$ cat src/rtl/serial_subtractor.sv
// -----------------------------------------------------------------------------
// serial_subtractor
//   Bit-serial unsigned subtractor computing D = A - B (mod 2^WIDTH) with a
//   final borrow. A single full-subtractor cell is reused LSB-first, one bit
//   per clock, so a result takes WIDTH cycles after the request is accepted.
//
//   Handshake: start is sampled only in IDLE. The accepting edge captures A
//   and B. After that edge A and B may change freely. busy is high for the
//   WIDTH cycles of SHIFT. done is a one-cycle pulse in DONE. D/Bout are
//   registered, hold the previous result until the next completion, and are
//   never updated with partial values. start seen in SHIFT or DONE is dropped.
//
//   Optional feature (macro SERIAL_SUB_OVF_EN): adds output V, the signed
//   two's-complement overflow flag. It is computed from the operand MSBs
//   captured at start and is updated together with D.
//
// Ports
//   clk        in   1      rising-edge system clock
//   rst        in   1      synchronous, active-high reset
//   start      in   1      operation request (IDLE only)
//   A          in   WIDTH  minuend
//   B          in   WIDTH  subtrahend
//   busy       out  1      high while in SHIFT
//   done       out  1      one-cycle completion pulse
//   D          out  WIDTH  registered difference
//   Bout       out  1      registered final borrow (A < B unsigned)
//   V          out  1      signed overflow (only with SERIAL_SUB_OVF_EN)
//   dbg_state  out  2      current FSM state (0 IDLE, 1 SHIFT, 2 DONE)
// -----------------------------------------------------------------------------
module serial_subtractor #(
    parameter int WIDTH = 4
) (
    input  logic             clk,
    input  logic             rst,
    input  logic             start,
    input  logic [WIDTH-1:0] A,
    input  logic [WIDTH-1:0] B,
    output logic             busy,
    output logic             done,
    output logic [WIDTH-1:0] D,
    output logic             Bout,
`ifdef SERIAL_SUB_OVF_EN
    output logic             V,
`endif
    output logic [1:0]       dbg_state
);

    localparam int CW = (WIDTH > 1) ? $clog2(WIDTH) : 1;

    typedef enum logic [1:0] {
        S_IDLE  = 2'd0,
        S_SHIFT = 2'd1,
        S_DONE  = 2'd2
    } state_t;

    state_t state;
    state_t state_next;

    logic [WIDTH-1:0] a_sr;
    logic [WIDTH-1:0] b_sr;
    // Holds the WIDTH-1 result bits produced so far; the newest bit is
    // joined on top combinationally, so the full result is r_next.
    logic [WIDTH-2:0] r_sr;
    logic             br;
    logic [CW-1:0]    cnt;

    logic             a0;
    logic             b0;
    logic             d_bit;
    logic             br_next;
    logic [WIDTH-1:0] r_next;
    logic             last_bit;

`ifdef SERIAL_SUB_OVF_EN
    logic             a_msb;
    logic             b_msb;
`endif

    // Full-subtractor cell on the current LSBs.
    always_comb begin
        a0       = a_sr[0];
        b0       = b_sr[0];
        d_bit    = a0 ^ b0 ^ br;
        br_next  = (~a0 & b0) | (~(a0 ^ b0) & br);
        r_next   = {d_bit, r_sr};
        last_bit = (cnt == CW'(WIDTH - 1));
    end

    // State register.
    always_ff @(posedge clk) begin
        if (rst) begin
            state <= S_IDLE;
        end else begin
            state <= state_next;
        end
    end

    // Next-state logic.
    always_comb begin
        state_next = state;
        case (state)
            S_IDLE:  if (start) state_next = S_SHIFT;
            S_SHIFT: if (last_bit) state_next = S_DONE;
            S_DONE:  state_next = S_IDLE;
            default: state_next = S_IDLE;
        endcase
    end

    assign busy      = (state == S_SHIFT);
    assign done      = (state == S_DONE);
    assign dbg_state = state;

    // Datapath: operand capture, serial shift, result commit.
    always_ff @(posedge clk) begin
        if (rst) begin
            a_sr  <= '0;
            b_sr  <= '0;
            r_sr  <= '0;
            br    <= 1'b0;
            cnt   <= '0;
            D     <= '0;
            Bout  <= 1'b0;
`ifdef SERIAL_SUB_OVF_EN
            a_msb <= 1'b0;
            b_msb <= 1'b0;
            V     <= 1'b0;
`endif
        end else begin
            case (state)
                S_IDLE: begin
                    if (start) begin
                        a_sr  <= A;
                        b_sr  <= B;
                        r_sr  <= '0;
                        br    <= 1'b0;
                        cnt   <= '0;
`ifdef SERIAL_SUB_OVF_EN
                        a_msb <= A[WIDTH-1];
                        b_msb <= B[WIDTH-1];
`endif
                    end
                end
                S_SHIFT: begin
                    a_sr <= a_sr >> 1;
                    b_sr <= b_sr >> 1;
                    r_sr <= r_next[WIDTH-1:1];
                    br   <= br_next;
                    cnt  <= cnt + CW'(1);
                    // Commit only the complete result so D never shows
                    // a partially shifted value.
                    if (last_bit) begin
                        D    <= r_next;
                        Bout <= br_next;
`ifdef SERIAL_SUB_OVF_EN
                        V    <= (a_msb != b_msb) && (r_next[WIDTH-1] != a_msb);
`endif
                    end
                end
                default: ;
            endcase
        end
    end

endmodule

$ cat config.mk
export PLATFORM = sky130hd
export DESIGN_NAME = serial_subtractor
export DESIGN_NICKNAME = d
export VERILOG_FILES = /design/src/rtl/serial_subtractor.sv
export SDC_FILE = /design/constraint.sdc
export NUM_CORES = 1
export LEC_CHECK = 0
export ABC_AREA = 0
export CAP_MARGIN = 30
export CELL_PAD_IN_SITES_DETAIL_PLACEMENT = 1
export CELL_PAD_IN_SITES_GLOBAL_PLACEMENT = 1
export CORE_UTILIZATION = 39
export CTS_CLUSTER_DIAMETER = 120
export DETAILED_ROUTE_END_ITERATION = 16
export GPL_TIMING_DRIVEN = 0
export PLACE_DENSITY_LB_ADDON = 0.1
export SLEW_MARGIN = 20
export SYNTH_ARGS = -nofsm -noshare
export SYNTH_HDL_FRONTEND = slang
export SYNTH_SLANG_ARGS = --single-unit
export TNS_END_PERCENT = 30
$ cat constraint.sdc
create_clock -name clk -period 2.5 [get_ports clk]
set_input_delay 0.625 -clock clk [delete_from_list [all_inputs] [get_ports clk]]
set_output_delay 0.625 -clock clk [all_outputs]
set_load 0.005 [all_outputs]
==> summary.md <==
| Metric | Value |
|---|---|
| Synth area leaders | dfxtp_1 46%, mux2i_1 6.6%, nor2_1 6.2%, a22oi_1 5.8%, a211oi_2 5.5% |
| Nets@finish | 128 |
| Startpoint types | flip-flop |
| GR Util All Layers | 0.197 |
| Top-area cell type share of the netlist area | 0.460 |
| Layout fillers | 268 |
| HP Class | reg -> reg |
| Yosys reg bits | 21 |
| Count of different cell masters after synthesis | 25 |
| Post-synth top area cell | dfxtp_1 |
| Crit path time final | 2320 ps |
| Critical path class | reg -> out |
| Post-synthesis sequential area ratio | 0.460 |
| First-pass GRT wire length | 3570 um |
| Share of layout cells above drive strength 1 | 0.132 |
| Core area | 0.00221 mm2 |
| Vias | 748 |
| Post-synthesis area per instance | 10.0 um2 |
| Count of input and output buffers | 19 |
| Commonest cells in the netlist | 21 x dfxtp_1, 15 x nor2_1, 7 x a22oi_1, 6 x mux2i_1 |
| Vias in the first global route | 729 |
| TritonCTS clock tree | built |
| GP Congestion | 0.719 |
| DRC viols | 0 |
| Layout Cells excl Fill | 142 |
| Initial core utilization | 0.413 |
| Via-to-Cell Ratio | 5.27 |
| Maximum VDD drop | 0.274 mV |
| WP data arrival | 1700 ps |
| DP Cell Count | 138 |
| Num ports | 20 |
| H-Tree Depth | 1 |
| Largest net degree at the start of global routing | 13 |
| Hold_buf cts | 0 |
| DIE WIDTH | 50.4 um |
| Routed Antenna Nets | 0 |
| Diode count | 0 |
| CTS clk-pin slew, worst paths | 120 ps |
| Fin Clk Skew | 1.80 ps |
| Syn Std Cell Area | 913 um2 |
| Final Hold Vio Count | 0 |
| Routed WL | 2110 um |
| Crit. End Element | output port |
| Num rows | 17 |
| Maxcap violations | 0 |
| Power Density | 541 mW/mm2 |
| Iter 0 DRT Violations | 3 |
| Wire per inst | 14.9 um |
| Skew-Pair Late Insertion Delay | 310 ps |
| Antenna violations before repair | 0 |
| Slew @ Worst Pin | 598 ps |
| Post-Place Cell Area | 0.00114 mm2 |
| Cells after synthesis | 91 |
| EDFF count, synth | 0 |
| RSZ-0062 raised after global routing | false |
| Final instance area | 0.00117 mm2 |
| Syn nets | 104 |
| Die H | 50.4 um |
| WP data required | 1880 ps |
| Yosys synthesis warning count | 0 |
| DP HPWL | 1600 um |
| Total leakage power | 0.434 nW |
| Critical path peak fanout | 10 |
| Final critical-path share of the clock period | 0.928 |
| Root Buffer | clkbuf_4 |
| Most common cell in the netlist | dfxtp_1 |
| Setup Fix Bufs, Post-CTS | 0 |
| Asr flop ratio synth | 0 |
| Max_slew headroom | 0.601 |
| Fmax | 431 MHz |
| Fin Setup TNS | 0 ps |
| Die Area | 0.00254 mm2 |
| Clock sinks | 21 |
| Bufs on Longest Clock Path | 2 |
| Pre-antenna DRT Iters | 4 |
| Status | finished clean |
| Final setup vio count | 0 |
| Grt ovf | 0 |
| Fin. max-slew vios | 0 |
| P&R area growth vs syn | 27.7% |
| Post-synth top flop | dfxtp_1 |
| Cts bufs inserted | 3 |
| Gates resized, CTS repair | 0 |
cell type report:
| class | count | area (um2) | area share |
|---|---|---|---|
| timing repair buffer | 19 | 190 | 0.163 |
| clock inverter | 1 | 5.00 | 0.00429 |
| inverter | 4 | 15.0 | 0.0129 |
| sequential | 21 | 420 | 0.361 |
| clock buffer | 3 | 22.5 | 0.0193 |
| buffer | 6 | 48.8 | 0.0418 |
| tap | 28 | 35.0 | 0.0300 |
| multi-input combinational | 60 | 429 | 0.368 |
per-layer routing:
layer	vias to the layer above	wire [um]	track usage
li1	367	-	-
met1	364	888	0.226
met2	15	1140	0.349
met3	2	64	0.0364
met4	0	16	0.0972
met5	-	0	0
report_power, final:
part / switching, mW / internal (mW) / total, mW
logic: 0.0482 / 0.0510 / 0.0992
clock network: 0.110 / 0.0598 / 0.169
registers: 0.0118 / 0.350 / 0.362
total: 0.170 / 0.461 / 0.631
through the flow:
stage / total power [mW] / hold WS [ps] / setup slack, ps / utilization
after floorplan: 0.429 / 443 / 1110 / -
after global placement: 0.464 / 443 / 522 / 0.515
after detailed placement: 0.471 / 457 / 519 / 0.515
after CTS: 0.639 / 474 / 161 / 0.527
after global routing: 0.661 / 487 / 70.6 / 0.527
final: 0.631 / 469 / 179 / 0.527
state kept, by name, indices dropped and copies added, names as in the netlist:
signal     count
Bout           1
D              4
a_sr           4
b_sr           4
br             1
cnt            2
dbg_state      2
r_sr           3
critical path, cell delays in order, from the launching register on:
cell	delay [ps]
dfxtp_1	530
and2b_1	190
buf_4	170
clkdlybuf4s50_1	500
cell families after synthesis:
kind of cell | share of synthesized area
simple gates | 0.184
flops | 0.460
compound gates | 0.185
buf+inv | 0.0699
mux | 0.0658
fa+ha+maj | 0.0356
placed cells by master, fill, tap and decap left out, types with 2 or more instances in the layout:
cell type	netlist	routed
dfxtp_1	21	21
clkdlybuf4s50_1	0	19
nor2_1	15	15
a22oi_1	7	7
mux2i_1	6	6
inv_1	4	4
nand3_1	4	4
nand2_1	4	4
a21oi_1	4	4
a211oi_2	4	4
buf_6	3	3
nor3b_1	3	3
clkbuf_4	0	3
nor4b_1	2	2
clkbuf_1	2	2
worst paths after layout:
kind | start | to | slack [ps] | cells past startpoint
worst max-delay path | dbg_state[0]$_SDFFE_PP0P_ | busy | 180 | 3
worst min-delay path | D[3]$_SDFFE_PP0P_ | D[3]$_SDFFE_PP0P_ | 470 | 2
worst max register to register | dbg_state[0]$_SDFFE_PP0P_ | Bout$_SDFFE_PP0P_ | 1230 | 4
worst min register to register | D[3]$_SDFFE_PP0P_ | D[3]$_SDFFE_PP0P_ | 470 | 2
Power figures use the tool's default switching activity.
